==> src/rtl/wb_mul_pkg.sv <==
// Shared definitions for the Wishbone multiplier accelerator.
// Holds the register map offsets, CTRL/STAT bit positions and the core state encoding.
package wb_mul_pkg;

    localparam logic [7:0] MC_OFF   = 8'h00;
    localparam logic [7:0] MP_OFF   = 8'h04;
    localparam logic [7:0] P0_OFF   = 8'h08;
    localparam logic [7:0] P1_OFF   = 8'h0C;
    localparam logic [7:0] CTRL_OFF = 8'h10;
    localparam logic [7:0] STAT_OFF = 8'h14;

    localparam int CTRL_SIGNED = 0;
    localparam int CTRL_ACC    = 1;
    localparam int CTRL_IRQ_EN = 2;

    localparam int STAT_BUSY = 0;
    localparam int STAT_DONE = 1;

    localparam logic [31:0] DEFAULT_RDATA = 32'hDEADBEEF;

    typedef enum logic [1:0] {
        CORE_IDLE = 2'd0,
        CORE_RUN  = 2'd1,
        CORE_DONE = 2'd2
    } core_state_e;

endpackage

==> src/rtl/wb_mul_accel_seq_mul.sv <==
// Sequential shift-add multiplier: one multiplier bit per cycle over WIDTH cycles.
// Signed operands are reduced to magnitudes and the product is negated in the DONE cycle.
module seq_mul
    import wb_mul_pkg::*;
#(
    parameter int WIDTH = 32
) (
    input  logic                 clk,
    input  logic                 rst,
    input  logic                 start,
    input  logic                 is_signed,
    input  logic                 acc,
    input  logic [WIDTH-1:0]     mc,
    input  logic [WIDTH-1:0]     mp,
    input  logic [2*WIDTH-1:0]   p_in,
    output logic [2*WIDTH-1:0]   p_out,
    output logic                 busy,
    output logic                 done
);

    localparam int CW = $clog2(WIDTH);

    core_state_e          state_q, state_d;
    logic [CW-1:0]        cnt_q, cnt_d;
    logic [WIDTH-1:0]     mcand_q, mcand_d;
    logic [2*WIDTH-1:0]   prod_q, prod_d;
    logic                 neg_q, neg_d;
    logic                 acc_q, acc_d;
    logic [WIDTH:0]       sum;
    logic [2*WIDTH-1:0]   result;

    // The most negative value maps onto itself, which is its correct unsigned magnitude.
    function automatic logic [WIDTH-1:0] magnitude(input logic [WIDTH-1:0] v, input logic s);
        return (s && v[WIDTH-1]) ? (~v + WIDTH'(1)) : v;
    endfunction

    always_comb begin
        // NOTE: every signal written here gets a default first, so no latch is inferred.
        state_d = state_q;
        cnt_d   = cnt_q;
        mcand_d = mcand_q;
        prod_d  = prod_q;
        neg_d   = neg_q;
        acc_d   = acc_q;
        sum     = {1'b0, prod_q[2*WIDTH-1:WIDTH]} + (prod_q[0] ? {1'b0, mcand_q} : '0);

        case (state_q)
            CORE_IDLE: begin
                if (start) begin
                    mcand_d = magnitude(mc, is_signed);
                    prod_d  = {{WIDTH{1'b0}}, magnitude(mp, is_signed)};
                    neg_d   = is_signed && (mc[WIDTH-1] ^ mp[WIDTH-1]);
                    acc_d   = acc;
                    cnt_d   = '0;
                    state_d = CORE_RUN;
                end
            end
            CORE_RUN: begin
                prod_d = {sum, prod_q[WIDTH-1:1]};
                cnt_d  = cnt_q + 1'b1;
                if (cnt_q == CW'(WIDTH - 1)) state_d = CORE_DONE;
            end
            CORE_DONE: state_d = CORE_IDLE;
            default:   state_d = CORE_IDLE;
        endcase

        result = neg_q ? -prod_q : prod_q;
        p_out  = acc_q ? (p_in + result) : result;
    end

    assign busy = (state_q != CORE_IDLE);
    assign done = (state_q == CORE_DONE);

    always_ff @(posedge clk or posedge rst) begin
        if (rst) begin
            state_q <= CORE_IDLE;
            cnt_q   <= '0;
            mcand_q <= '0;
            prod_q  <= '0;
            neg_q   <= 1'b0;
            acc_q   <= 1'b0;
        end else begin
            // NOTE: non-blocking assignments make every register sample pre-edge values.
            state_q <= state_d;
            cnt_q   <= cnt_d;
            mcand_q <= mcand_d;
            prod_q  <= prod_d;
            neg_q   <= neg_d;
            acc_q   <= acc_d;
        end
    end

endmodule

==> src/rtl/wb_mul_accel.sv <==
// Wishbone slave wrapper around seq_mul: register file, address decode,
// registered single-cycle ack with busy stalling, sticky DONE and level interrupt.
module wb_mul_accel
    import wb_mul_pkg::*;
#(
    parameter int         WIDTH     = 32,
    parameter logic [7:0] BASE_MASK = 8'hFF
) (
    input  logic        sys_clk,
    input  logic        wb_rst_i,
    input  logic        wbs_stb_i,
    input  logic        wbs_cyc_i,
    input  logic        wbs_we_i,
    input  logic [3:0]  wbs_sel_i,
    input  logic [31:0] wbs_adr_i,
    input  logic [31:0] wbs_dat_i,
    output logic        wbs_ack_o,
    output logic [31:0] wbs_dat_o,
    output logic [2:0]  irq
);

    logic [WIDTH-1:0]   mc_q, mc_d;
    logic [WIDTH-1:0]   mp_q, mp_d;
    logic [2:0]         ctrl_q, ctrl_d;
    logic [2*WIDTH-1:0] p_q, p_d;
    logic               done_q, done_d;
    logic               ack_q, ack_d;
    logic [31:0]        dat_q, dat_d;

    logic [7:0]         adr;
    logic               valid, ready, wr_fire, start;
    logic [WIDTH-1:0]   mp_wr;
    logic [63:0]        p_ext;
    logic [31:0]        rdata;
    logic               core_busy, core_done;
    logic [2*WIDTH-1:0] core_p;
    logic               unused_adr;

    function automatic logic [WIDTH-1:0] merge_lanes(input logic [WIDTH-1:0] cur,
                                                     input logic [31:0] data,
                                                     input logic [3:0] sel);
        logic [WIDTH-1:0] r;
        r = cur;
        for (int i = 0; i < WIDTH / 8; i++)
            if (sel[i]) r[8*i +: 8] = data[8*i +: 8];
        return r;
    endfunction

    assign adr        = wbs_adr_i[7:0] & BASE_MASK;
    assign unused_adr = ^wbs_adr_i[31:8];
    assign valid      = wbs_stb_i & wbs_cyc_i;
    assign mp_wr      = merge_lanes(mp_q, wbs_dat_i, wbs_sel_i);

    // Result reads and operand/CTRL writes wait for the core so they never see a half-done op.
    always_comb begin
        ready = 1'b1;
        if (core_busy) begin
            if (wbs_we_i && (adr == MC_OFF || adr == MP_OFF || adr == CTRL_OFF)) ready = 1'b0;
            if (!wbs_we_i && (adr == P0_OFF || adr == P1_OFF)) ready = 1'b0;
        end
    end

    assign ack_d   = valid & ~ack_q & ready;
    assign wr_fire = ack_d & wbs_we_i;
    assign start   = wr_fire && (adr == MP_OFF);

    always_comb begin
        mc_d   = mc_q;
        mp_d   = mp_q;
        ctrl_d = ctrl_q;
        done_d = done_q;
        p_d    = p_q;
        if (wr_fire) begin
            case (adr)
                MC_OFF:   mc_d = merge_lanes(mc_q, wbs_dat_i, wbs_sel_i);
                MP_OFF:   mp_d = mp_wr;
                CTRL_OFF: if (wbs_sel_i[0]) ctrl_d = wbs_dat_i[2:0];
                STAT_OFF: if (wbs_sel_i[0] && wbs_dat_i[STAT_DONE]) done_d = 1'b0;
                default:  ;
            endcase
        end
        if (start) done_d = 1'b0;
        // Completion overrides a same-edge write-1-to-clear.
        if (core_done) begin
            done_d = 1'b1;
            p_d    = core_p;
        end
    end

    always_comb begin
        p_ext = 64'(p_q);
        rdata = DEFAULT_RDATA;
        case (adr)
            MC_OFF:   rdata = 32'(mc_q);
            MP_OFF:   rdata = 32'(mp_q);
            P0_OFF:   rdata = p_ext[31:0];
            P1_OFF:   rdata = p_ext[63:32];
            CTRL_OFF: rdata = 32'(ctrl_q);
            STAT_OFF: begin
                rdata            = '0;
                rdata[STAT_BUSY] = core_busy;
                rdata[STAT_DONE] = done_q;
            end
            default:  ;
        endcase
    end

    assign dat_d = (ack_d && !wbs_we_i) ? rdata : '0;

    always_ff @(posedge sys_clk or posedge wb_rst_i) begin
        if (wb_rst_i) begin
            mc_q   <= '0;
            mp_q   <= '0;
            ctrl_q <= '0;
            p_q    <= '0;
            done_q <= 1'b0;
            ack_q  <= 1'b0;
            dat_q  <= '0;
        end else begin
            mc_q   <= mc_d;
            mp_q   <= mp_d;
            ctrl_q <= ctrl_d;
            p_q    <= p_d;
            done_q <= done_d;
            ack_q  <= ack_d;
            dat_q  <= dat_d;
        end
    end

    seq_mul #(.WIDTH(WIDTH)) u_core (
        .clk       (sys_clk),
        .rst       (wb_rst_i),
        .start     (start),
        .is_signed (ctrl_q[CTRL_SIGNED]),
        .acc       (ctrl_q[CTRL_ACC]),
        .mc        (mc_q),
        .mp        (mp_wr),
        .p_in      (p_q),
        .p_out     (core_p),
        .busy      (core_busy),
        .done      (core_done)
    );

    assign wbs_ack_o = ack_q;
    assign wbs_dat_o = dat_q;
    assign irq       = {2'b00, done_q & ctrl_q[CTRL_IRQ_EN]};

endmodule

==> config.mk <==
export PLATFORM = sky130hd
export DESIGN_NAME = wb_mul_accel
export DESIGN_NICKNAME = d
export VERILOG_FILES = /design/src/rtl/wb_mul_pkg.sv /design/src/rtl/wb_mul_accel_seq_mul.sv /design/src/rtl/wb_mul_accel.sv
export SDC_FILE = /design/constraint.sdc
export NUM_CORES = 1
export LEC_CHECK = 0
export ABC_CLOCK_PERIOD_IN_PS = 9800
export CORE_MARGIN = 5
export CORE_UTILIZATION = 50
export CTS_BUF_LIST = sky130_fd_sc_hd__clkbuf_4
export CTS_CLUSTER_DIAMETER = 120
export DETAILED_ROUTE_END_ITERATION = 7
export PLACE_DENSITY_LB_ADDON = 0.15
export SLEW_MARGIN = 20
export SYNTH_ARGS = -nofsm -noshare
export SYNTH_HDL_FRONTEND = slang
export SYNTH_SLANG_ARGS = --single-unit
==> constraint.sdc <==
create_clock -name sys_clk -period 9.8 [get_ports sys_clk]
set_input_delay 0.98 -clock sys_clk [delete_from_list [all_inputs] [get_ports sys_clk]]
set_output_delay 0.98 -clock sys_clk [all_outputs]
set_load 0.03 [all_outputs]
Word-level counts from Yosys, hierarchy flattened
Cells that the tools add are included.
{"block": "totals", "ff_bits": 270}
{"block": "classes", "eq_ne": 10, "bitwise": 9, "reduce_logical": 29, "n_addsub": 6, "muxes": 26}
{"op": "$mux 64", "count": 3}
{"op": "$pmux 32 s6", "count": 1}
{"op": "$mux 32", "count": 4}
{"op": "$pmux 64 s2", "count": 1}
{"op": "$add 32x1->32 const B", "count": 2}
{"op": "$add 64x64->64", "count": 1}
{"op": "$neg 64->64", "count": 1}
{"op": "$not 32->32", "count": 2}
{"op": "$add 32x33->33", "count": 1}
{"op": "$mux 8", "count": 4}
{"op": "$reduce_and 3->1", "count": 6}
{"op": "$eq 8x4->1 const B", "count": 2}
{"op": "$eq 8x5->1 const B", "count": 2}
{"op": "$pmux 5 s2", "count": 1}
{"op": "$reduce_bool 3->1", "count": 3}
{"op": "$eq 8x3->1 const B", "count": 1}
{"op": "$logic_and 1x1->1", "count": 8}
{"op": "$logic_not 8->1", "count": 1}
{"op": "$mux 1", "count": 8}
{"op": "$reduce_and 2->1", "count": 4}
{"op": "$add 5x1->5 const B", "count": 1}
{"op": "$and 1x1->1", "count": 5}
{"op": "$eq 5x5->1 const B", "count": 1}
{"op": "$mux 5", "count": 1}
{"op": "other kinds (12)", "count": 16}

Depth between registers and ports, before layout
Gate-level depths: netlist of the first run.
{"block": "depth", "depth_word": 12, "ltp_mapped": 21}

Modules after synthesis
A second synthesis of the first run with hierarchy kept.
{"block": "hier_totals", "hier_cells": 2285, "hier_area_um2": 20542.2}
{"module": "seq_mul", "area_per_inst_um2": 13274.0, "instances": 1, "cells_per_inst": 1777}
{"module": "wb_mul_accel", "area_per_inst_um2": 7268.2, "instances": 1, "cells_per_inst": 508}

Least setup slack after synthesis of the first run
No wires, ideal clock.
{"block": "synth_timing", "path_type": "register -> register", "startpoint": "register u_core.prod_q[12]", "endpoint": "register p_q[62] (netlist: p_ext[62])", "path_slack_ns": 4.653, "path_stages_with_launch": 21, "n_path_buf": 2, "setup_time_ns": 0.137, "arrival_time_ns": 5.010, "cell_sequence": "dfrtp_1 or4_4 or4_1 and4bb_4 nand2_4 or2_1 clkbuf_1 o41ai_1 xnor2_1 ha_1 clkbuf_1 nand2_1 nor4_1 nand3_1 or4b_1 a31oi_1 a211oi_1 nor3_1 nand2b_1 and4_1 nor3_1"}
{"block": "synth_via", "elab_chain_len": 4}
{"item": "from (decl)", "line_no": "wb_mul_accel_seq_mul.sv:26", "rtl": "logic [2*WIDTH-1:0] prod_q, prod_d;"}
{"item": "from (signal assigned)", "line_no": "wb_mul_accel_seq_mul.sv:87", "rtl": "prod_q <= prod_d;"}
{"item": "$neg 64->64", "line_no": "wb_mul_accel_seq_mul.sv:67", "rtl": "result = neg_q ? -prod_q : prod_q;"}
{"item": "$mux 64 *", "line_no": "wb_mul_accel_seq_mul.sv:67"}
{"item": "$add 64x64->64", "line_no": "wb_mul_accel_seq_mul.sv:68", "rtl": "p_out = acc_q ? (p_in + result) : result;"}
{"item": "$mux 64 *", "line_no": "wb_mul_accel_seq_mul.sv:68"}
{"item": "to (signal assigned)", "line_no": "wb_mul_accel.sv:123", "rtl": "p_q <= p_d;"}
{"item": "to (decl)", "line_no": "wb_mul_accel.sv:25", "rtl": "logic [2*WIDTH-1:0] p_q, p_d;"}
Mark *: on every way between the ends. The rest lies on a longest branch, timed or not.
A chain may end at the register's enable or synchronous reset.

Worst setup path in the final report of the first run
{"block": "layout_timing", "startpoint": "register u_core.prod_q[14]", "endpoint": "register p_q[62] (netlist: p_ext[62])"}
Same word-level chain as after synthesis.

==> results of run 1 <==
[per-stage QoR]
step / hold WS, ns / utilization, % / instance area (µm²)
floorplan: 0.431 / - / 19900
detailed placement: 0.449 / 53.3 / 21100
global route: 0.494 / 55.9 / 22100
global placement: 0.449 / 53.3 / 21100
finish: 0.459 / 55.9 / 22100
CTS: 0.463 / 55.9 / 22100
[worst register-to-register path, stage by stage (launching register included)]
cell	delay [ns]
dfrtp_1	0.44
or4_4	0.57
or4_1	0.47
and4bb_4	0.47
nand2_1	0.19
or2_1	0.44
nand2_1	0.15
xnor2_1	0.19
ha_1	0.33
a21o_1	0.20
a211oi_1	0.23
nor2_1	0.08
o41ai_1	0.43
o22ai_1	0.21
a211oi_1	0.63
nor3_1	0.20
nand2b_1	0.23
a2111oi_0	0.37
nor3_1	0.11
[state kept, by name, indices dropped and copies added (netlist names)]
signal and count:
u_core.prod_q 64, wbs_ack_o 1, u_core.cnt_q 5, u_core.mcand_q 32, mc_q 32, done_q 1
ctrl_q 3, u_core.state_q 2, p_ext 64, u_core.neg_q 1, u_core.acc_q 1, mp_q 32
wbs_dat_o 32
[cells by family (layout without fill, tap and decap cells)]
family,Yosys count,after routing
AO/OA/AOI/OAI,757,757
AND/OR/NAND/NOR,703,703
flip-flops,270,270
XOR/XNOR,195,195
buffers and inverters,172,285
adder cells (fa/ha/maj),116,116
multiplexers,110,110
other,1,3
[cells in the mapped netlist, types with 8 or more instances]
cell      instances
o211ai_1         10
clkbuf_1        110
nor3_1           51
nand3_1          58
xnor2_1         131
nand2_1         251
nor2b_1          15
ha_1            114
nor4_1           14
nand2b_1         19
a221oi_1         12
o21ai_0         234
a22oi_1          39
and3_1           19
nand4_1          28
o21bai_1         11
o31ai_1          29
mux2i_1          54
xor2_1           63
o41ai_1          16
or4_1             9
a211oi_1         18
a31oi_1          20
inv_1            39
and2_1           39
or2_2             9
o21ai_1          22
a222oi_1         30
a21o_1           48
a21oi_1         205
mux2_2           55
a221o_1           8
nor2_1          147
buf_1            20
dfrtp_1         270
o21a_1           11
[worst min-delay path by stage]
stage                             from                 end  slack (ns)  depth (start not counted)
CTS                 u_core.mcand_q[31]  u_core.mcand_q[31]        0.46                          2
detailed placement  u_core.mcand_q[31]  u_core.mcand_q[31]        0.45                          2
floorplan           u_core.mcand_q[31]  u_core.mcand_q[31]        0.43                          2
finish              u_core.mcand_q[31]  u_core.mcand_q[31]        0.46                          2
global placement    u_core.mcand_q[31]  u_core.mcand_q[31]        0.45                          2
global route                 wbs_ack_o           wbs_ack_o        0.49                          1
[cell type report]
type | instances | area share [%]
flip-flops and latches | 270 | 30.6
well taps | 525 | 2.97
clock buffers | 122 | 4.15
multi-input cells | 1883 | 56.7
repair buffers | 104 | 4.46
diodes | 1 | 0.0113
clock inverters | 19 | 0.379
inverters | 40 | 0.714
[power by group through the flow]
stage	logic, mW	registers, mW	clock network (mW)
floorplan	0.787	1.28	0
global placement	1.03	1.32	0
detailed placement	1.04	1.33	0
CTS	1.05	1.31	1.12
global route	1.18	1.32	1.18
finish	1.07	1.32	1.09
[metal layers]
layer	wire (µm)	share of wire, %	up-vias
met1	30000	44	9128
met4	1980	2.9	0
met3	5800	8.6	111
li1	-	-	8681
met5	0	0	-
met2	29900	44	785
==> summary.txt, run 1 <==
Status
  – Outcome: complete, but fails checks
  – Failing checks: design-rule violations

Worst setup path
  – Crit-path cells: or4_4 > or4_1 > and4bb_4 > nand2_1 > or2_1 > nand2_1 > xnor2_1 > ha_1 > a21o_1 > a211oi_1 > nor2_1 > o41ai_1 > o22ai_1 > a211oi_1 > nor3_1 > nand2b_1 > a2111oi_0 > nor3_1
  – Crit path from: u_core.prod_q[14]
  – CP Data Arrival Time: 6.75 ns
  – CP bufs+invs: 0
  – Critical Path Sink Type: flip-flop
  – CP Max Fanout: 8
  – Critical path's slowest cell: a211oi_1
  – Worst reg2reg path startpoint: u_core.prod_q[14]
  – CP delay by family, top: simple AND/OR/NAND/NOR gates
  – Worst setup SP type: flip-flop
  – CP Data Required Time: 10.42 ns
  – R2r setup slk: 3.67 ns
  – FF-to-FF End: p_ext[62]
  – CP endpoint: p_ext[62]
  – Crit. path cell count: 18
  – Crit path largest cell delay: 0.63 ns
  – Crit Path Category: reg -> reg
  – Worst Reg2Reg Path Length in Cells: 18

Placement
  – Hpwl dp: 50100 µm
  – Pre-CTS worst setup slack: 3.81 ns
  – Final Wtd Congestion: 0.966
  – Input/output buffers: 82
  – Dpl cells: 2822

Global routing
  – Vias in the first global route: 17700
  – First-pass GRT wire length: 105000 µm
  – Total gr overflow: 0
  – GR Util met1: 43.2%
  – Initial antenna violation count: 2
  – Grt met3 use: 5.59%
  – Largest net degree at the start of global routing: 101
  – Total track usage: 30.3%
  – GRT met2 Usage: 46.4%
  – GRT Max-Usage Layer: met2

Timing
  – Endpoints failing hold: 0
  – Final setup margin: 3.67 ns
  – RSZ-0062 raised after global routing: false
  – Final setup fails: 0
  – Final Max Slew Viols: 0
  – Final Cycle Share: 62.5%
  – Clock period minus final worst setup slack: 6.13 ns
  – Clock skew: 0.0662 ns
  – Fmax: 163 MHz
  – Slew margin rel.: 27.0%
  – Setup TNS Final: 0 ns
  – Least-Margin Pin Slew: 1.09 ns

Power and ir drop
  – Lkg Pwr: 9.69 nW
  – Maximum vdd ir drop: 0.0934 mV
  – Switching Power: 1.31 mW
  – Clock power share: 31.3%
  – Seq pwr share: 37.9%
  – P per Cell Area: 157 mW/mm²
  – Sw frac: 37.6%
  – Comb pwr share: 30.8%
  – Int Pwr: 2.17 mW
  – PnR Total Power: 3.47 mW

Clocking
  – CTS tree: built
  – Max H-tree Level: 3
  – Root Buffer Master: clkbuf_4
  – Post-CTS Setup Bufs: 0
  – Cts hold-fix bufs: 0
  – Total CTS buffers: 80
  – CTS clk-pin slew, worst paths: 0.06 ns
  – Worst-Skew Late Latency: 0.81 ns
  – Bufs on Longest Clock Path: 3
  – Post-CTS Resized: 0
  – Sinks on Clock Net: 270

Logic synthesis
  – Area fraction in and, or, nand and nor cells after synthesis: 17.1%
  – Synth warn: 0
  – Number of synthesized flops with an enable pin: 0
  – Ranking of synthesized cells by area: dfrtp_1 (34%), ha_1 (7.2%), o21ai_0 (5.9%)
  – Largest family of logic cells by synthesized area: compound AO/OA/AOI/OAI gates
  – Ys async rst share: 100%
  – Post-Synth Adder-Cell Area: 7.38%
  – Top-area cell type share of the netlist area: 34.0%
  – Compound-Gate Fraction of Synth Area: 23.7%
  – Multiplexer area fraction after synthesis: 5.89%
  – Yosys reg bits: 270
  – Average cell area after synthesis: 8.55 µm²
  – Post-synthesis xor/xnor area fraction: 8.63%
  – Ys flop type: dfrtp_1
  – Area leader, netlist: dfrtp_1
  – Post-synthesis sequential area ratio: 34.0%
  – Post-synthesis cell area: 0.0199 mm²
  – Synthesized instance count: 2324
  – Synth cell types: 77

Finish
  – Share of cells above drive strength 1: 10.3%
  – Nets: 2568
  – Leading cell type in the layout, fill and taps excluded: dfrtp_1
  – FILL cells: 3701
  – Reg area: 0.00676 mm²
  – Most frequent cells in the layout: dfrtp_1 (268), nand2_1 (251), o21ai_0 (234)
  – Area delta synth->final: 11.1%
  – Finished Layout Cells: 2964
  – Area occupied by multi-input gates: 0.0125 mm²

Detailed routing
  – DRT iter0 DRCs: 1810
  – # DRC: 8
  – Pre-antenna DRT Iters: 8
  – Post-DRT Antenna Nets: 0
  – WL final: 67600 µm
  – Via/cell ratio: 6.31
  – Wire length per cell: 22.8 µm
  – Vias: 18700

Die
  – Core ar.: 0.0395 mm²
  – Rows: 73
  – I/O Pins: 109
  – Chip Height: 209 µm
  – Starting Density: 50.3%
  – Total die area: 0.0438 mm²
  – Die width: 209 µm

Worst hold path
  – Min-delay worst type: reg -> reg

Run
  – Max Cap Violations: 0
(Power assumes the default switching activity.)
==> inputs of run 2 (changes only) <==
ABC_CLOCK_PERIOD_IN_PS = 5100   (was 9800)
clock period = 5.1 ns   (was 9.8 ns; I/O delays follow)
==> run 2 against run 1 <==
Effect of this change: the run now ends clean; sequential share of layout area shrank 2.3 points; clock skew fell by 0.0032 ns; register-to-register slack got worse by 3.7 ns; cell count is 6.1% higher; combinational power up 140%; sequential cell count is the same; clock-buffer cell count fell by 14; core utilization grew 4.5 points; critical path type unchanged.
==> summary.txt, run 2 (synthesized netlist as in run 1, its figures left out) <==
Status
  – Outcome: finished clean

Die
  – Starting Density: 50.3%
  – Chip Height: 209 µm
  – Total die area: 0.0438 mm²
  – Rows: 73
  – Die width: 209 µm
  – Core ar.: 0.0395 mm²
  – I/O Pins: 109

Timing
  – Setup TNS Final: 0 ns
  – Fin Hold WS: 0.271 ns
  – Final setup margin: 0.0122 ns
  – Final Max Slew Viols: 0
  – Clock period minus final worst setup slack: 5.09 ns
  – Fmax: 197 MHz
  – Endpoints failing hold: 0
  – RSZ-0062 raised after global routing: true
  – Slew margin rel.: 26.9%
  – Final Cycle Share: 99.8%
  – Clock skew: 0.0629 ns
  – Final setup fails: 0
  – Least-Margin Pin Slew: 1.09 ns

Worst setup path
  – Crit Path Category: reg -> reg
  – CP Data Arrival Time: 5.75 ns
  – Worst Reg2Reg Path Length in Cells: 19
  – Critical path's slowest cell: or4b_4
  – Crit-path cells: or4_4 > or4_4 > and4bb_4 > buf_6 > nand2_4 > or2_4 > o41ai_4 > xnor2_1 > ha_1 > nand2_2 > nor4_4 > nand3_2 > or4b_4 > a31oi_4 > a211oi_4 > nor3_2 > nand2b_4 > and4_1 > nor3_1
  – CP Data Required Time: 5.76 ns
  – Worst reg2reg path startpoint: u_core.prod_q[14]
  – Worst setup SP type: flip-flop
  – CP Max Fanout: 5
  – Crit path largest cell delay: 0.56 ns
  – Critical Path Sink Type: flip-flop
  – Most frequent CP cell: or4_4
  – FF-to-FF End: p_ext[62]
  – R2r setup slk: 0.01 ns

Power and ir drop
  – P per Cell Area: 301 mW/mm²
  – Comb pwr share: 35.8%
  – Seq pwr share: 34.9%
  – Switching Power: 2.68 mW
  – Sw frac: 37.3%
  – Lkg Pwr: 10.7 nW
  – Clock power share: 29.3%
  – Maximum vdd ir drop: 0.298 mV
  – PnR Total Power: 7.18 mW
  – Int Pwr: 4.50 mW

Placement
  – Hpwl dp: 53300 µm
  – Pre-CTS worst setup slack: -0.266 ns
  – Input/output buffers: 82
  – Final Wtd Congestion: 0.967

Detailed routing
  – Met1 Routed Length: 30800 µm
  – WL final: 71300 µm
  – Met3 WL: 6560 µm
  – Vias: 19500
  – Pre-antenna DRT Iters: 8
  – Top Layer Used: met5
  – Post-DRT Antenna Nets: 0
  – DRT iter0 DRCs: 2052
  – # DRC: 0
  – Met2 routed WL: 31500 µm
  – Via/cell ratio: 6.20
  – Wire length per cell: 22.7 µm

Global routing
  – First-pass GRT wire length: 108000 µm
  – Vias in the first global route: 18300
  – Total track usage: 31.4%
  – Total gr overflow: 0
  – Initial antenna violation count: 3
  – Largest net degree at the start of global routing: 121

Clocking
  – Sinks on Clock Net: 270
  – Worst-Skew Late Latency: 0.84 ns
  – CTS tree: built
  – Bufs on Longest Clock Path: 3
  – Root Buffer Master: clkbuf_4
  – Total CTS buffers: 78
  – Max H-tree Level: 3
  – CTS clk-pin slew, worst paths: 0.06 ns

Finish
  – Most frequent cells in the layout: dfrtp_1 (268), nand2_1 (248), o21ai_0 (228)
  – FILL cells: 3548
  – Leading cell type in the layout, fill and taps excluded: dfrtp_1
  – Share of cells above drive strength 1: 18.2%
  – Post-layout util: 60.3%
  – Area delta synth->final: 20.0%
  – Nets: 2745

Worst hold path
  – Hold endpoint: wbs_ack_o
  – Min-delay worst type: in -> reg
  – Hold depth: 3
  – Hold Crit Start: wbs_cyc_i

Run
  – Max Cap Violations: 0
[run 2: power by group through the flow]
| stage | Combinational (mW) | Sequential (mW) | Clock [mW] |
|---|---|---|---|
| after floorplan | 1.51 | 2.46 | 0 |
| after global placement | 2.35 | 2.52 | 0 |
| after detailed placement | 2.38 | 2.52 | 0 |
| after CTS | 2.42 | 2.48 | 2.14 |
| after global routing | 2.79 | 2.51 | 2.28 |
| final | 2.57 | 2.51 | 2.10 |
[run 2: how the worst max path moves through the flow]
stage / start / to / slack [ns] / depth (start not counted)
finish: u_core.prod_q[14] / p_ext[62] / 0.01 / 19
global route: u_core.prod_q[14] / p_ext[62] / -0.15 / 19
CTS: u_core.prod_q[14] / p_ext[63] / 0.0002 / 20
detailed placement: u_core.prod_q[14] / p_ext[62] / -0.27 / 18
global placement: u_core.prod_q[14] / p_ext[62] / -0.15 / 18
floorplan: u_core.prod_q[12] / p_ext[62] / 0.005 / 20
[run 2: layer usage]
metal  up-vias  track usage [%]
met5         -                0
met4         2             9.95
met3       167             7.43
met2       871             47.9
met1      9393             44.3
li1       9058                -
[run 2: timing repair]
action | in CTS | in global routing
gates cloned | 0 | 0
setup endpoints to repair | 6 | 31
gates resized for setup | 14 | 61
endpoints found under the hold margin | 12 | 0
pin swaps | 7 | 24
buffers inserted | 2 | 9
hold buffers | 1 | 0
[run 2: final cells by class]
type	instances	area, µm²	area share (%)
antenna	6	15.0	0.0629
clock buffer	108	811	3.40
clock inverter	30	184	0.771
inverter	40	154	0.645
multi-input combinational	1883	12900	54.1
sequential	270	6760	28.3
tap	525	657	2.75
timing repair buffer	283	2360	9.91
[run 2: per-stage QoR]
| step | cells | cell area [µm²] |
|---|---|---|
| floorplan | 2325 | 19900 |
| global placement | 2989 | 22400 |
| detailed placement | 2989 | 22400 |
| CTS | 3130 | 23500 |
| global route | 3145 | 23900 |
| finish | 3145 | 23900 |
[run 2: critical path, delay by kind of cell, from the launching register on]
family | cells | cell delay [ns]
XOR/XNOR | 1 | 0.15
AND/OR/NAND/NOR | 13 | 3.31
adder cells (fa/ha/maj) | 1 | 0.39
buffers and inverters | 1 | 0.12
flip-flops | 1 | 0.37
AO/OA/AOI/OAI | 3 | 0.58
